**config.mk**
```make
export PLATFORM = sky130hd
export DESIGN_NAME = cond_exec_unit
export DESIGN_NICKNAME = d
export VERILOG_FILES = /design/src/rtl/cond_exec_unit.sv
export SDC_FILE = /design/constraint.sdc
export NUM_CORES = 1
export LEC_CHECK = 0
export ABC_AREA = 0
export BUFFER_PORTS_ARGS = -buffer_cell sky130_fd_sc_hd__buf_4
export CAP_MARGIN = 20
export CORE_ASPECT_RATIO = 1.4
export CORE_UTILIZATION = 25
export CTS_CLUSTER_DIAMETER = 30
export DETAILED_ROUTE_END_ITERATION = 8
export SLEW_MARGIN = 20
export SYNTH_ARGS = -nofsm -noshare
export SYNTH_HDL_FRONTEND = slang
export SYNTH_SLANG_ARGS = --single-unit
```
**constraint.sdc**
```tcl
create_clock -name clk -period 2.7 [get_ports clk]
set_input_delay 0.135 -clock clk [delete_from_list [all_inputs] [get_ports clk]]
set_output_delay 0.135 -clock clk [all_outputs]
set_load 0.05 [all_outputs]
```
**src/rtl/cond_exec_unit.sv**
```systemverilog
// Conditional-execution unit: NZCV flag register, ARM condition evaluation,
// write-strobe gating and an IT-style predication block.
module cond_exec_unit #(
  parameter int FLAG_GROUPS = 2,
  parameter int MAX_BLOCK   = 4,
  parameter int CNT_W       = $clog2(MAX_BLOCK + 1)
) (
  input  logic                   clk,
  input  logic                   reset,
  input  logic                   en,
  input  logic                   valid,
  input  logic                   flush,
  input  logic [3:0]             cond,
  input  logic [3:0]             alu_flags,
  input  logic [FLAG_GROUPS-1:0] flag_w,
  input  logic                   pcs,
  input  logic                   reg_w,
  input  logic                   mem_w,
  input  logic                   no_write,
  input  logic                   it_start,
  input  logic [3:0]             it_cond,
  input  logic [CNT_W-1:0]       it_len,
  input  logic [MAX_BLOCK-1:0]   it_mask,
  output logic                   pc_src,
  output logic                   reg_write,
  output logic                   mem_write,
  output logic                   cond_ex,
  output logic [3:0]             flags,
  output logic                   it_active,
  output logic [CNT_W-1:0]       it_remaining
);

  localparam int GW     = 4 / FLAG_GROUPS;
  localparam int SLOT_W = (MAX_BLOCK > 1) ? $clog2(MAX_BLOCK) : 1;

  typedef enum logic {IDLE, ACTIVE} state_t;

  state_t                 state;
  logic [CNT_W-1:0]       cnt;
  logic [3:0]             base;
  logic [MAX_BLOCK-1:0]   mask;
  logic [SLOT_W-1:0]      slot;
  logic [3:0]             flags_q;
  logic [3:0]             eff_cond;
  logic                   go;
  logic                   wr_ok;

  function automatic logic cond_pass(input logic [3:0] c, input logic [3:0] f);
    logic n, z, cy, v;
    {n, z, cy, v} = f;
    case (c)
      4'd0:    cond_pass = z;
      4'd1:    cond_pass = ~z;
      4'd2:    cond_pass = cy;
      4'd3:    cond_pass = ~cy;
      4'd4:    cond_pass = n;
      4'd5:    cond_pass = ~n;
      4'd6:    cond_pass = v;
      4'd7:    cond_pass = ~v;
      4'd8:    cond_pass = cy & ~z;
      4'd9:    cond_pass = ~cy | z;
      4'd10:   cond_pass = (n == v);
      4'd11:   cond_pass = (n != v);
      4'd12:   cond_pass = ~z & (n == v);
      4'd13:   cond_pass = z | (n != v);
      default: cond_pass = 1'b1;
    endcase
  endfunction

  always_comb begin
    go       = valid & en & ~flush;
    eff_cond = (state == ACTIVE) ? (base ^ {3'b000, mask[slot]}) : cond;
    cond_ex  = cond_pass(eff_cond, flags_q);
    wr_ok    = go & cond_ex & ~it_start;
    reg_write = wr_ok & reg_w;
    mem_write = wr_ok & mem_w & ~no_write;
    pc_src    = wr_ok & pcs;
  end

  always_ff @(posedge clk) begin
    if (reset) begin
      flags_q <= '0;
    end else if (wr_ok) begin
      for (int unsigned g = 0; g < FLAG_GROUPS; g++) begin
        if (flag_w[g])
          flags_q[g*GW +: GW] <= alu_flags[g*GW +: GW];
      end
    end
  end

  // Priority: flush > IT start (restarts even when active) > slot consume/branch exit.
  always_ff @(posedge clk) begin
    if (reset) begin
      state <= IDLE;
      cnt   <= '0;
      base  <= '0;
      mask  <= '0;
      slot  <= '0;
    end else if (en) begin
      if (flush) begin
        state <= IDLE;
        cnt   <= '0;
      end else if (valid && it_start) begin
        if (it_len != '0) begin
          state <= ACTIVE;
          cnt   <= it_len;
          base  <= it_cond;
          mask  <= it_mask;
          slot  <= '0;
        end
      end else if (valid && state == ACTIVE) begin
        if (pc_src) begin
          state <= IDLE;
          cnt   <= '0;
        end else begin
          cnt  <= cnt - 1'b1;
          slot <= slot + 1'b1;
          if (cnt == CNT_W'(1))
            state <= IDLE;
        end
      end
    end
  end

  assign flags        = flags_q;
  assign it_active    = (state == ACTIVE);
  assign it_remaining = cnt;

endmodule

```
# ---- After elaboration in Yosys (flattened, before gate mapping)
# Index checks and enable logic that the tools add are counted.
dict set report word_totals {
  regBits 18
  output_inout_bits 12
  wordCells 81
}
dict set report classes {
  n_addsub 2
  magnitude_cmp 1
  eq_ne 19
  mux 19
  bitwise 20
  reduce_logical 13
}
# op n
set ops {}
lappend ops {{$eq A4 B4 Y1 const B} 6}
lappend ops {{$eq A4 B3 Y1 const B} 4}
lappend ops {{$mux W3} 5}
lappend ops {{$pmux W1 S14} 1}
lappend ops {{$and A1 B1 Y1} 10}
lappend ops {{$eq A4 B2 Y1 const B} 2}
lappend ops {{$mux W2} 4}
lappend ops {{$reduce_and A4 Y1} 2}
lappend ops {{$mux W1} 7}
lappend ops {{$not A1 Y1} 7}
lappend ops {{$reduce_bool A3 Y1} 2}
lappend ops {{$reduce_and A5 Y1} 1}
lappend ops {{$eq A4 B1 Y1 const B} 1}
lappend ops {{$logic_not A4 Y1} 1}
lappend ops {{$mux W4} 1}
lappend ops {{$ne A2 B1 Y1 const B} 2}
lappend ops {{$reduce_and A2 Y1} 2}
lappend ops {{$reduce_bool A4 Y1} 1}
lappend ops {{$xor A4 B1 Y4} 1}
lappend ops {{$eq A3 B1 Y1 const B} 1}
lappend ops {{$lt A2 B3 Y1 const B} 1}
lappend ops {{$ne A3 B2 Y1 const B} 1}
lappend ops {{$reduce_and A3 Y1} 1}
lappend ops {{$sub A3 B1 Y3 const B} 1}
lappend ops {{7 further kinds} 9}

# ---- Longest topological paths before layout
dict set report depth {
  word_depth 13
  mapped_depth 10
}

# ---- Least setup slack after synthesis
# OpenSTA, ideal clock, no wires.
dict set report synth_timing {
  path_kind {reg-to-reg}
  startpoint {reg state (netlist: it_active)}
  endpoint {reg cnt[1] (netlist: it_remaining[1])}
  setup_time_ns 0.128
  arrival_time_ns 3.062
  required_ns 2.572
  setup_slack_ns -0.489
  path_stages_with_launch 10
  n_path_buf 1
  period_less_slack_ns 3.189
  path_cell_list {dfxtp_1 -> buf_6 -> mux2_4 -> mux2_4 -> a311oi_1 -> o41ai_1 -> o22ai_2 -> a31oi_1 -> a222oi_1 -> nor2_1}
}
dict set report synth_between {
  elab_chain_len 10
}
# item line_no
set synth_rtl {}
lappend synth_rtl {{start: declaration} 38} ;# state_t state;
lappend synth_rtl {{start signal: assignment} 94} ;# state <= IDLE;
lappend synth_rtl {{start signal: assignment} 101} ;# state <= IDLE;
lappend synth_rtl {{start signal: assignment} 105} ;# state <= ACTIVE;
lappend synth_rtl {{$mux W4 *} 72} ;# eff_cond = (state == ACTIVE) ? (base ^ {3'b000, mask[slot]}) : cond;
lappend synth_rtl {{$eq A4 B4 Y1, or another cell as far along} 51} ;# case (c)
lappend synth_rtl {{$pmux W1 S14 *} 51}
lappend synth_rtl {{named net cond_ex} 27} ;# output logic cond_ex,
lappend synth_rtl {{$and A1 B1 Y1 * (2 in series)} 74} ;# wr_ok = go & cond_ex & ~it_start;
lappend synth_rtl {{$and A1 B1 Y1 *} 77} ;# pc_src = wr_ok & pcs;
lappend synth_rtl {{$mux W3 *} 112} ;# if (pc_src) begin
lappend synth_rtl {{$mux W3 *} 111} ;# end else if (valid && state == ACTIVE) begin
lappend synth_rtl {{$mux W3 *} 103} ;# end else if (valid && it_start) begin
lappend synth_rtl {{$mux W3 *} 100} ;# if (flush) begin
lappend synth_rtl {{end signal: assignment} 106} ;# cnt <= it_len;
lappend synth_rtl {{end signal: assignment} 116} ;# cnt <= cnt - 1'b1;
lappend synth_rtl {{end: declaration} 39} ;# logic [CNT_W-1:0] cnt;
# The timed path passes the listed nets; every way through them passes the cells marked *. The select of a mux whose other input is x is not followed.
# A chain may end at the register's enable or synchronous reset.

# ---- Worst setup path in the final report
dict set report layout_timing {
  startpoint {reg slot[0]}
  endpoint {reg slot[1]}
}
dict set report layout_between {
  elab_chain_len 11
}
# item line_no
set layout_rtl {}
lappend layout_rtl {{start: declaration} 42} ;# logic [SLOT_W-1:0] slot;
lappend layout_rtl {{start signal: assignment} 117} ;# slot <= slot + 1'b1;
lappend layout_rtl {{$bmux W1 S2} 72}
lappend layout_rtl {{$mux W1 (not written as such)} 72}
lappend layout_rtl {{$xor A4 B1 Y4} 72}
lappend layout_rtl {{$mux W4} 72}
lappend layout_rtl {{$eq A4 B4 Y1, or another cell as far along} 51}
lappend layout_rtl {{$pmux W1 S14} 51}
lappend layout_rtl {{$and A1 B1 Y1 (2 in series)} 74}
lappend layout_rtl {{$and A1 B1 Y1} 77}
lappend layout_rtl {{$ne A2 B1 Y1 (no line)} --}
lappend layout_rtl {{$reduce_and A5 Y1 (no line)} --}
# Parallel ways exist; a longest one is shown, timed or not. The select of a mux whose other input is x is not followed.

==> flow_summary.json <==
{
  "status": "finished clean",
  "path_clk_slew_ns": 0.07,
  "wirelength_um": 2970,
  "grt_max_degree": 21,
  "ys_warn_count": 0,
  "hold_start": "alu_flags[0]",
  "worst_clock_skew_ns": 0.00856,
  "grt_pass1_vias": 1070,
  "p_leak_nw": 0.712,
  "dr.pass1.iters": 4,
  "clkLatencyLatePin_ns": 0.26,
  "vias": 1111,
  "avgSynthCellArea_um2": 9.14,
  "avgViaCountPerCell": 4.71,
  "hold_violations": 0,
  "timing.rr.start": "slot[0]",
  "antenna_cells": 0,
  "coreArea_um2": 4310,
  "register_area_um2": 364,
  "die_area_um2": 4880,
  "async_flop_share": 0,
  "critPathMaxFanout": 5,
  "finalCriticalPeriod_ns": 2.51,
  "synth_top_area_share": 0.313,
  "dpl.hpwl_um": 2280,
  "synth-seq-area-share": 0.313,
  "start_util": 0.267,
  "holdWs_ns": 0.110,
  "io_buffers": 42,
  "start_kind": "flip-flop",
  "power_per_cell_area_nw_per_um2": 407,
  "slew_viol_final": 0,
  "rr_endpoint": "slot[1]",
  "synth_edf_count": 0,
  "placed_cells": 225,
  "multi_input_area_um2": 731,
  "syn-instance-count": 126,
  "finalWeightedCongestion": 0.809,
  "yosysTopAreaCell": "dfxtp_1",
  "place_area_um2": 1530,
  "drc": 0,
  "fp.dieW_um": 59.4,
  "clockBufferDepth": 2,
  "layout.nets": 210,
  "reg2reg_slack_ns": 0.19,
  "whs_endpoint": "flags[0]",
  "path_class": "reg2reg",
  "total_power_w": 0.000669,
  "crit_arrival_ns": 2.66,
  "grt_setup_unrepaired": "no",
  "final_core_util": 0.381,
  "detail-route-antenna-nets": 0,
  "die_h_um": 82.3,
  "grt_pass1_wl_um": 4670,
  "min_path_type": "in2reg",
  "max_slew_margin": 0.642,
  "boundaryPins": 43,
  "rows": 28,
  "htreeDepth": 1,
  "peakVddDrop_mv": 0.141,
  "area_growth_pct": 42.6,
  "ys_types": 46,
  "yosys-top-cells-area": "dfxtp_1, mux2i_1, nor2_1",
  "drive_gt1_frac": 0.403,
  "clock_sinks": 18,
  "hold_depth": 3,
  "cts_tree": "yes",
  "overflow": 0,
  "syn_nets": 159,
  "fillCellCount": 454,
  "stdcell_count": 236,
  "cts-root-buf": "clkbuf_8",
  "cap_violations": 0,
  "rr_worst_depth": 9,
  "grtUsageTotal": 0.126,
  "end_kind": "flip-flop",
  "routedWlPerCell_um": 12.6,
  "timing.final.crit_share": 0.931,
  "fmaxAchievable_ghz": 0.398,
  "synth-seq-cells": 18,
  "synthFlopType": "dfxtp_1",
  "critical_path_required_ns": 2.84,
  "tightest_slew_ns": 0.532,
  "antenna_found_initial": 0,
  "stdcell_area_um2": 1640,
  "cts_buffers": 3,
  "drt_iter0_drc": 27,
  "netlist_area_um2": 1150,
  "finalSetupViolations": 0
}
[logic make-up after synthesis]
logic type / synth area share
AOI/OAI and AO/OA: 0.202
xor gates and xnor gates: 0.0228
adders and majority gates: 0.0217
buffers and inverters: 0.0717
DFF: 0.313
muxes: 0.176
and+or+nand+nor: 0.192
[worst max-delay path, cell delays in order (launching register included)]
cell and delay, ns:
dfxtp_1 0.40, mux4_2 0.52, xor2_1 0.18, nor2_1 0.08
o41ai_2 0.34, o22ai_2 0.18, buf_4 0.18, a31oi_1 0.20
nand2_1 0.07, a32o_1 0.25
[through the flow]
stage | TNS, ns | setup WS (ns)
floorplan | -0.920 | -0.193
global route | 0 | 0.00610
finish | 0 | 0.187
CTS | 0 | 0.116
global placement | 0 | 0.252
detailed placement | 0 | 0.180
[per-layer routing]
layer	vias up	GRT usage	wire [um]
met5	-	0	0
met4	0	0.0571	48
met3	7	0.0202	170
met2	33	0.230	1540
met1	510	0.141	1210
li1	561	-	-
[layout by cell type (no fill, tap or decap), types with 2 or more instances in the layout]
master | netlist | layout
dfxtp_1 | 18 | 17
a21oi_1 | 6 | 6
nand2_1 | 5 | 5
a211oi_1 | 3 | 3
mux2_4 | 2 | 2
mux2i_1 | 15 | 15
inv_1 | 9 | 9
clkbuf_8 | 1 | 4
nand2b_1 | 3 | 3
buf_4 | 0 | 51
xnor2_1 | 2 | 2
a32oi_1 | 2 | 2
nor2b_1 | 2 | 2
nor3b_1 | 2 | 2
nor3_1 | 3 | 3
nand3_1 | 3 | 3
nor2_1 | 17 | 17
ha_1 | 2 | 2
[power by group]
group	internal (W)	switching (W)	total (W)
registers	0.000271	0.00000619	0.000277
logic	0.0000830	0.0000876	0.000171
clock network	0.000130	0.0000910	0.000221
total	0.000484	0.000185	0.000669
[worst max-delay path by stage]
stage | startpoint | endpoint | depth (start not counted)
CTS | slot[0] | slot[1] | 9
global placement | slot[0] | it_active | 8
detailed placement | slot[0] | slot[1] | 8
floorplan | it_active | it_active | 9
finish | slot[0] | slot[1] | 9
global route | slot[0] | slot[1] | 9
[synthesized netlist by cell type, drive strengths merged, types with 2 or more instances]
library cell,n
buf,2
nand3,3
nand2b,3
dfxtp,18
ha,2
nor2,17
a32oi,2
o21ai,2
a21oi,7
xnor2,2
mux2,2
a31oi,2
clkbuf,2
mux2i,15
inv,9
a211oi,3
nor3,3
nand2,5
nor3b,2
and3,3
nor2b,2
[flip-flops by register name, summed over array words and instances (netlist names)]
register      flops
base              4
slot              2
flags             4
it_active         1
mask              4
it_remaining      3
[final cells by class]
cell class | count | share of cell area
Multi-Input combinational cell | 94 | 0.445
Timing Repair Buffer | 51 | 0.233
Sequential cell | 18 | 0.222
Tap cell | 60 | 0.0457
Clock buffer | 4 | 0.0335
Inverter | 9 | 0.0206
[repair_timing]
action / in CTS / in global routing
endpoints found under the setup margin: 2 / 8
buffers inserted: 2 / 5
pin swaps: 1 / 1
gates cloned: 0 / 0
hold buffers: 0 / 0
resized for setup: 0 / 1
Power figures use the tool's default switching activity.
